## config.mk

```make
export PLATFORM = sky130hd
export DESIGN_NAME = hazard_ctrl
export DESIGN_NICKNAME = d
export VERILOG_FILES = /design/src/rtl/cpu_pkg.sv /design/src/rtl/perf_cnt.sv /design/src/rtl/hazard_ctrl.sv
export SDC_FILE = /design/constraint.sdc
export NUM_CORES = 1
export LEC_CHECK = 0
export ABC_AREA = 1
export BUFFER_PORTS_ARGS = -buffer_cell sky130_fd_sc_hd__buf_4
export CAP_MARGIN = 20
export CORE_UTILIZATION = 48
export CTS_BUF_LIST = sky130_fd_sc_hd__clkbuf_16
export DETAILED_ROUTE_END_ITERATION = 7
export GPL_ROUTABILITY_DRIVEN = 0
export PLACE_DENSITY_LB_ADDON = 0.2
export SYNTH_ARGS = -nofsm -noshare
export SYNTH_HDL_FRONTEND = slang
export SYNTH_HIERARCHICAL = 1
export SYNTH_SLANG_ARGS = --single-unit
```

## constraint.sdc

```tcl
create_clock -name clk -period 1.29 [get_ports clk]
set_input_delay 0.0645 -clock clk [delete_from_list [all_inputs] [get_ports clk]]
set_output_delay 0.0645 -clock clk [all_outputs]
set_load 0.05 [all_outputs]
```

## src/rtl/cpu_pkg.sv

```systemverilog
// Shared CPU pipeline types: register-index width, hazard FSM states, operand match helper.
package cpu_pkg;
  localparam int REG_IDX_W   = 5;
  localparam int ADDR_W      = 32;
  localparam int STALL_CNT_W = 4;

  typedef enum logic [1:0] {
    RUN        = 2'd0,
    LOAD_STALL = 2'd1,
    IMEM_WAIT  = 2'd2
  } hz_state_e;

  // True when an ID source operand is actually read and names the EX destination.
  function automatic logic src_match(input logic [REG_IDX_W-1:0] rd,
                                     input logic [REG_IDX_W-1:0] rs,
                                     input logic                 used);
    return used && (rd == rs);
  endfunction
endpackage

```

## src/rtl/perf_cnt.sv

```systemverilog
// Saturating event counter; increments one cycle after i_inc, sticks at all-ones.
module perf_cnt #(
  parameter int W = 32
) (
  input  logic         clk,
  input  logic         rst_n,
  input  logic         i_inc,
  output logic [W-1:0] o_cnt
);
  logic [W-1:0] r_cnt;

  always_ff @(posedge clk or negedge rst_n) begin
    if (!rst_n) begin
      r_cnt <= '0;
    end else if (i_inc && (r_cnt != {W{1'b1}})) begin
      r_cnt <= r_cnt + 1'b1;
    end
  end

  assign o_cnt = r_cnt;
endmodule

```

## src/rtl/hazard_ctrl.sv

```systemverilog
// Pipeline hazard control: load-use stall, branch redirect, imem wait; outputs are combinational.
// HAZARD_CTRL_PERF_EN adds saturating stall_cnt/flush_cnt perf outputs.
module hazard_ctrl
  import cpu_pkg::*;
#(
  parameter int LOAD_STALL_CYC = 1,
  parameter int CNT_W          = 32
) (
  input  logic                 clk,
  input  logic                 rst_n,
  input  logic                 id_ex_mem_read,
  input  logic [REG_IDX_W-1:0] id_ex_rd,
  input  logic [REG_IDX_W-1:0] if_id_rs1,
  input  logic [REG_IDX_W-1:0] if_id_rs2,
  input  logic                 if_id_rs1_used,
  input  logic                 if_id_rs2_used,
  input  logic                 br_taken,
  input  logic [ADDR_W-1:0]    br_target,
  input  logic                 imem_ready,
  output logic                 stall_pc,
  output logic                 br_sel,
  output logic [ADDR_W-1:0]    redirect_addr,
  output logic                 stall_if_id,
  output logic                 flush_if_id,
  output logic                 flush_id_ex
`ifdef HAZARD_CTRL_PERF_EN
  ,
  output logic [CNT_W-1:0]     stall_cnt,
  output logic [CNT_W-1:0]     flush_cnt
`endif
);
  localparam logic [STALL_CNT_W-1:0] LS_LOAD = STALL_CNT_W'(LOAD_STALL_CYC - 1);

  if (LOAD_STALL_CYC < 1 || LOAD_STALL_CYC > 15 || CNT_W < 1) begin : g_bad_param
    $error("hazard_ctrl: illegal LOAD_STALL_CYC or CNT_W");
  end

  hz_state_e               r_state, w_state_nxt;
  logic                    r_pend_vld, w_pend_vld_nxt;
  logic [ADDR_W-1:0]       r_pend_addr, w_pend_addr_nxt;
  logic [STALL_CNT_W-1:0]  r_scnt, w_scnt_nxt;
  logic                    w_load_use;

  assign w_load_use = id_ex_mem_read && (id_ex_rd != '0) &&
                      (src_match(id_ex_rd, if_id_rs1, if_id_rs1_used) ||
                       src_match(id_ex_rd, if_id_rs2, if_id_rs2_used));

  always_ff @(posedge clk or negedge rst_n) begin
    if (!rst_n) begin
      r_state     <= RUN;
      r_pend_vld  <= 1'b0;
      r_pend_addr <= '0;
      r_scnt      <= '0;
    end else begin
      r_state     <= w_state_nxt;
      r_pend_vld  <= w_pend_vld_nxt;
      r_pend_addr <= w_pend_addr_nxt;
      r_scnt      <= w_scnt_nxt;
    end
  end

  always_comb begin
    w_state_nxt     = r_state;
    w_pend_vld_nxt  = r_pend_vld;
    w_pend_addr_nxt = r_pend_addr;
    w_scnt_nxt      = r_scnt;
    case (r_state)
      RUN: begin
        // The ID instruction is wrong-path when a branch resolves, so the branch wins.
        if (br_taken) begin
          if (!imem_ready) begin
            w_state_nxt     = IMEM_WAIT;
            w_pend_vld_nxt  = 1'b1;
            w_pend_addr_nxt = br_target;
          end
        end else if (w_load_use) begin
          w_scnt_nxt = LS_LOAD;
          if (LOAD_STALL_CYC > 1) w_state_nxt = LOAD_STALL;
        end else if (!imem_ready) begin
          w_state_nxt = IMEM_WAIT;
        end
      end
      LOAD_STALL: begin
        // The RUN cycle that detected the hazard is the first stall cycle.
        w_scnt_nxt = r_scnt - 1'b1;
        if (r_scnt <= STALL_CNT_W'(1)) w_state_nxt = RUN;
      end
      IMEM_WAIT: begin
        if (imem_ready) begin
          w_state_nxt    = RUN;
          w_pend_vld_nxt = 1'b0;
        end
      end
      default: w_state_nxt = RUN;
    endcase
  end

  always_comb begin
    stall_pc      = 1'b0;
    br_sel        = 1'b0;
    redirect_addr = br_target;
    stall_if_id   = 1'b0;
    flush_if_id   = 1'b0;
    flush_id_ex   = 1'b0;
    if (!rst_n) begin
      stall_pc      = 1'b1;
      redirect_addr = '0;
    end else begin
      case (r_state)
        RUN: begin
          if (br_taken) begin
            flush_if_id = 1'b1;
            flush_id_ex = 1'b1;
            if (imem_ready) br_sel   = 1'b1;
            else            stall_pc = 1'b1;
          end else if (w_load_use) begin
            stall_pc    = 1'b1;
            stall_if_id = 1'b1;
            flush_id_ex = 1'b1;
          end else if (!imem_ready) begin
            stall_pc    = 1'b1;
            flush_if_id = 1'b1;
          end
        end
        LOAD_STALL: begin
          stall_pc    = 1'b1;
          stall_if_id = 1'b1;
          flush_id_ex = 1'b1;
        end
        IMEM_WAIT: begin
          if (!imem_ready) begin
            stall_pc    = 1'b1;
            flush_if_id = 1'b1;
          end else if (r_pend_vld) begin
            br_sel        = 1'b1;
            redirect_addr = r_pend_addr;
          end
        end
        default: stall_pc = 1'b1;
      endcase
    end
  end

  assert property (@(posedge clk) disable iff (!rst_n) (r_state != RUN) |-> !br_taken)
    else $error("hazard_ctrl: br_taken outside RUN is ignored");

`ifdef HAZARD_CTRL_PERF_EN
  logic w_br_flush;
  assign w_br_flush = rst_n && (r_state == RUN) && br_taken;

  perf_cnt #(.W(CNT_W)) u_stall_cnt (
    .clk   (clk),
    .rst_n (rst_n),
    .i_inc (stall_pc),
    .o_cnt (stall_cnt)
  );

  perf_cnt #(.W(CNT_W)) u_flush_cnt (
    .clk   (clk),
    .rst_n (rst_n),
    .i_inc (w_br_flush),
    .o_cnt (flush_cnt)
  );
`endif
endmodule

```

==> impl_metrics.json, run 1 <==
{
  "status": "stopped before the end",
  "synth-seq-cells": 34,
  "error_line": "[ERROR DPL-0038] Utilization greater than 100%, impossible to legalize",
  "synth_area_per_cell_um2": 7.06,
  "initial_core_util_pct": 51.1,
  "place_hpwl_um": 3760,
  "io_pins": 91,
  "synth_warnings": 6,
  "haltStage": "global routing (5_1_grt)",
  "worst-ep-kind": "output port",
  "htreeDepth": 2,
  "ys_seq_area_share_pct": 40.7,
  "die_height_um": 68.0,
  "clk_path_buf_depth": 2,
  "dp.cells": 436,
  "synth.cell_area_mm2": 0.00209,
  "portBuffers": 90,
  "cts_made_buffers": 5,
  "synth.net_count": 352,
  "die_w_um": 68.0,
  "syn_inst": 296,
  "cts_root_buf": "clkbuf_16",
  "cts.sinks": 34,
  "rows": 23,
  "ys_types": 16,
  "grt_max_degree": 30,
  "crit_endpoint": "redirect_addr[12]"
}
[cell usage after synthesis]
cell      instances  area (um2)
a21oi_1          36         180
buf_4             2        15.0
buf_6            10         113
clkbuf_1          4        15.0
dfrtp_1          34         851
ha_1              2        25.0
inv_1            52         195
inv_2             1        3.75
nand2_1          65         244
nand2_4           1        11.3
nand3_1           4        20.0
nand3_2           2        20.0
nor2_1           16        60.1
nor2_2            1        6.26
o21ai_0          14        70.1
o21ai_1          52         260
[metrics by stage]
step | instance area (um2) | TNS (ns) | hold WS, ns | worst slack [ns] | utilization, %
4_1_cts | 3960 | -13.59 | 0.0633 | -0.269 | 96.9
3_5_place_dp | 3230 | -0.201 | -0.0765 | -0.0362 | 79.0
3_3_place_gp | 3230 | 0 | -0.0784 | 0.0220 | 79.0
2_1_floorplan | 2430 | -0.911 | -0.231 | -0.268 | -
[timing repair]
action | in CTS
endpoints found under the hold margin | 34
buffers inserted | 5
pin swaps | 3
gates resized for setup | 84
cloned | 8
hold buffers | 4
endpoints found under the setup margin | 69
[kinds of logic after synthesis]
family	count (synthesis)	synth area share, %
compound gates	102	24.4
fa+ha+maj	2	1.20
simple gates	89	17.3
buf+inv	69	16.3
flops	34	40.7
==> run 2: changes to the inputs <==
--- a/config.mk
+++ b/config.mk
@@ -8,11 +8,10 @@
 export ABC_AREA = 1
 export BUFFER_PORTS_ARGS = -buffer_cell sky130_fd_sc_hd__buf_4
 export CAP_MARGIN = 20
-export CORE_UTILIZATION = 48
-export CTS_BUF_LIST = sky130_fd_sc_hd__clkbuf_16
+export CORE_UTILIZATION = 40
 export DETAILED_ROUTE_END_ITERATION = 7
 export GPL_ROUTABILITY_DRIVEN = 0
-export PLACE_DENSITY_LB_ADDON = 0.2
+export PLACE_DENSITY_LB_ADDON = 0.15
 export SYNTH_ARGS = -nofsm -noshare
 export SYNTH_HDL_FRONTEND = slang
 export SYNTH_HIERARCHICAL = 1
==> impl_metrics.json, run 2 <==
{
  "synthTopCellsByArea": "dfrtp_1, o21ai_1, nand2_1",
  "final_common_cell": "buf_4",
  "fin_area_mm2": 0.00427,
  "synth_common_cells": "nand2_1, inv_1, o21ai_1",
  "routed_wl_um": 7850,
  "cts_root_buf": "clkbuf_8",
  "yosysMostFrequentCell": "nand2_1",
  "vias_per_cell": 5.18,
  "syn_to_final_growth_pct": 104,
  "fin_skew_ns": 0.00632,
  "core_mm2": 0.00488,
  "timing.final.crit_share_pct": 126,
  "reg2reg_depth": 9,
  "min_from": "br_target[0]",
  "grt_busiest_layer": "met2",
  "clock_latency_ns": 0.28,
  "fin_ws_ns": -0.331,
  "ys_async_sr_fraction_pct": 100,
  "cp.arrival_ns": 1.56,
  "p_clk_share_pct": 11.7,
  "layout_common_cells": "buf_4, inv_1, buf_6, nand2_1, o21ai_1",
  "slew_headroom_pct": 60.3,
  "setup_viol": 71,
  "worstSetupEndpointType": "primary output",
  "nets": 480,
  "antenna_found_initial": 0,
  "synth-seq-cells": 34,
  "ys_types": 16,
  "grtUsageMet2_pct": 49.1,
  "htreeDepth": 2,
  "hold_depth": 3,
  "required_ns": 1.23,
  "dp.cells": 455,
  "vias": 2548,
  "cts.sinks": 34,
  "rsz0062_at_grt": "yes",
  "cts_made_buffers": 5,
  "synth_area_per_cell_um2": 7.06,
  "initial_core_util_pct": 42.8,
  "drc": 0,
  "worst_slew_pin_slew_ns": 0.593,
  "synth_top_area_share_pct": 40.7,
  "synth.cell_area_mm2": 0.00209,
  "wire_per_inst_um": 16.0,
  "drt_iter0_drc": 102,
  "synth_edf_count": 0,
  "final_cells": 492,
  "hold_ws_ns": 0.0627,
  "hold_class": "input port to register",
  "hold_path_end": "r_pend_addr[0]$_DFFE_PN0P_",
  "p_seq_share_pct": 29.3,
  "fmax_mhz": 617,
  "cap_viol_max_count": 0,
  "nFillCells": 244,
  "place_hpwl_um": 3830,
  "grt_pass1_wl_um": 11700,
  "p_per_area_mw_per_mm2": 1660,
  "ys_seq_area_share_pct": 40.7,
  "ant_nets": 0,
  "grt_usage_pct": 27.7,
  "io_pins": 91,
  "gr-usage-met3_pct": 5.28,
  "placedInstanceArea_mm2": 0.00326,
  "p_switching_mw": 3.13,
  "final_util_pct": 87.5,
  "syn_inst": 296,
  "antenna_cells": 0,
  "clk_pin_slew_worst_paths_ns": 0.07,
  "grt_max_degree": 31,
  "worstSetupStartpointType": "register",
  "die_height_um": 74.3,
  "multi_input_area_mm2": 0.00147,
  "top_register": "r_pend_addr",
  "cts_tree": "yes",
  "p_comb_share_pct": 59.1,
  "p_int_mw": 3.96,
  "rows": 25,
  "status": "finished with violations",
  "reg_top3": "r_pend_addr (32), r_pend_vld (1), r_state (1)",
  "clk_path_buf_depth": 2,
  "die_w_um": 74.3,
  "failed_checks": "negative setup slack",
  "rrSetupSlack_ns": -0.33,
  "largest_reg_flops": 32,
  "reg2reg_from": "r_state[1]$_DFFE_PN0P_",
  "criticalPathCategory": "register to primary output",
  "netSwitchingFraction_pct": 44.2,
  "final.min_clock_period_ns": 1.62,
  "dieArea_mm2": 0.00552,
  "layout-drive-gt1-share_pct": 53.9,
  "finalPower_mw": 7.09,
  "slew_violations": 0,
  "r2r_end": "r_pend_addr[22]$_DFFE_PN0P_",
  "synth_warnings": 6,
  "power.leakage_nw": 2.09,
  "synth_area_leader_cell": "dfrtp_1",
  "hold_viol_final": 0,
  "synth.net_count": 352,
  "path_max_fanout": 24,
  "portBuffers": 90,
  "grt-ovfl-total": 0,
  "grt_pass1_vias": 2509,
  "drt_first_pass_iters": 4,
  "regArea_um2": 851,
  "synth_ff_type": "dfrtp_1",
  "met1_usage_pct": 33.1,
  "ir_worst_vdd_mv": 1.06
}
==> run 2: cell families after synthesis <==
group / share of synthesized area, %
compound gates: 24.4
fa+ha+maj: 1.20
buf+inv: 16.3
flops: 40.7
simple gates: 17.3
==> run 2: power by group through the flow <==
stage          clock network (mW)  logic, mW  registers (mW)
2_1_floorplan                   0       2.05            1.83
3_3_place_gp                    0       2.74            1.87
3_5_place_dp                    0       2.81            1.89
4_1_cts                     0.826       3.73            1.96
5_1_grt                     0.894       4.42            2.12
6_report                    0.827       4.19            2.08
==> run 2: metrics by stage <==
stage | setup WS (ns) | TNS (ns)
2_1_floorplan | -0.268 | -0.911
3_3_place_gp | 0.0160 | 0
4_1_cts | -0.256 | -15.01
6_report | -0.331 | -20.69
3_5_place_dp | -0.0544 | -0.0894
5_1_grt | -0.376 | -22.96
==> run 2: worst max-delay path by stage <==
stage                                  endpoint              startpoint  slack, ns  depth (start not counted)
CTS                           redirect_addr[26]  r_state[1]$_DFFE_PN0P_      -0.26                          5
detailed placement            redirect_addr[26]  r_pend_vld$_DFFE_PN0P_      -0.05                          5
global route                             br_sel  r_state[1]$_DFFE_PN0P_      -0.38                          6
floorplan                      redirect_addr[0]  r_state[1]$_DFFE_PN0P_      -0.27                          4
finish                        redirect_addr[12]  r_state[1]$_DFFE_PN0P_      -0.33                          5
global placement    r_pend_addr[12]$_DFFE_PN0P_  r_state[1]$_DFFE_PN0P_       0.02                          6
==> run 2: routing by layer <==
metal / share of wire, % / wire length (um)
met5: 0 / 0
met3: 4.3 / 335
met4: 3.0 / 238
met2: 54 / 4220
met1: 39 / 3060
==> run 2: area by class of cell <==
| type | count | area share [%] |
|---|---|---|
| sequential | 34 | 19.9 |
| inverter | 53 | 4.66 |
| multi-input combinational | 193 | 34.5 |
| clock inverter | 1 | 0.117 |
| timing repair buffer | 137 | 36.8 |
| tap | 67 | 1.96 |
| clock buffer | 7 | 2.02 |
==> run 2: repair_timing <==
action                                  4_1_cts  5_1_grt
setup buffers                                10        6
resized for setup                           109       43
endpoints found under the hold margin        34        0
endpoints found under the setup margin       56       71
pin swaps                                     4        5
cloned                                        9        2
hold buffers                                  3        0
==> run 2: worst max-delay path, cell delays in order (launching register included) <==
cell and delay [ns]:
dfrtp_1 0.43, nand3_4 0.16, buf_12 0.21, buf_6 0.15, a21oi_4 0.15, buf_6 0.17
Power figures use the tool's default switching activity.
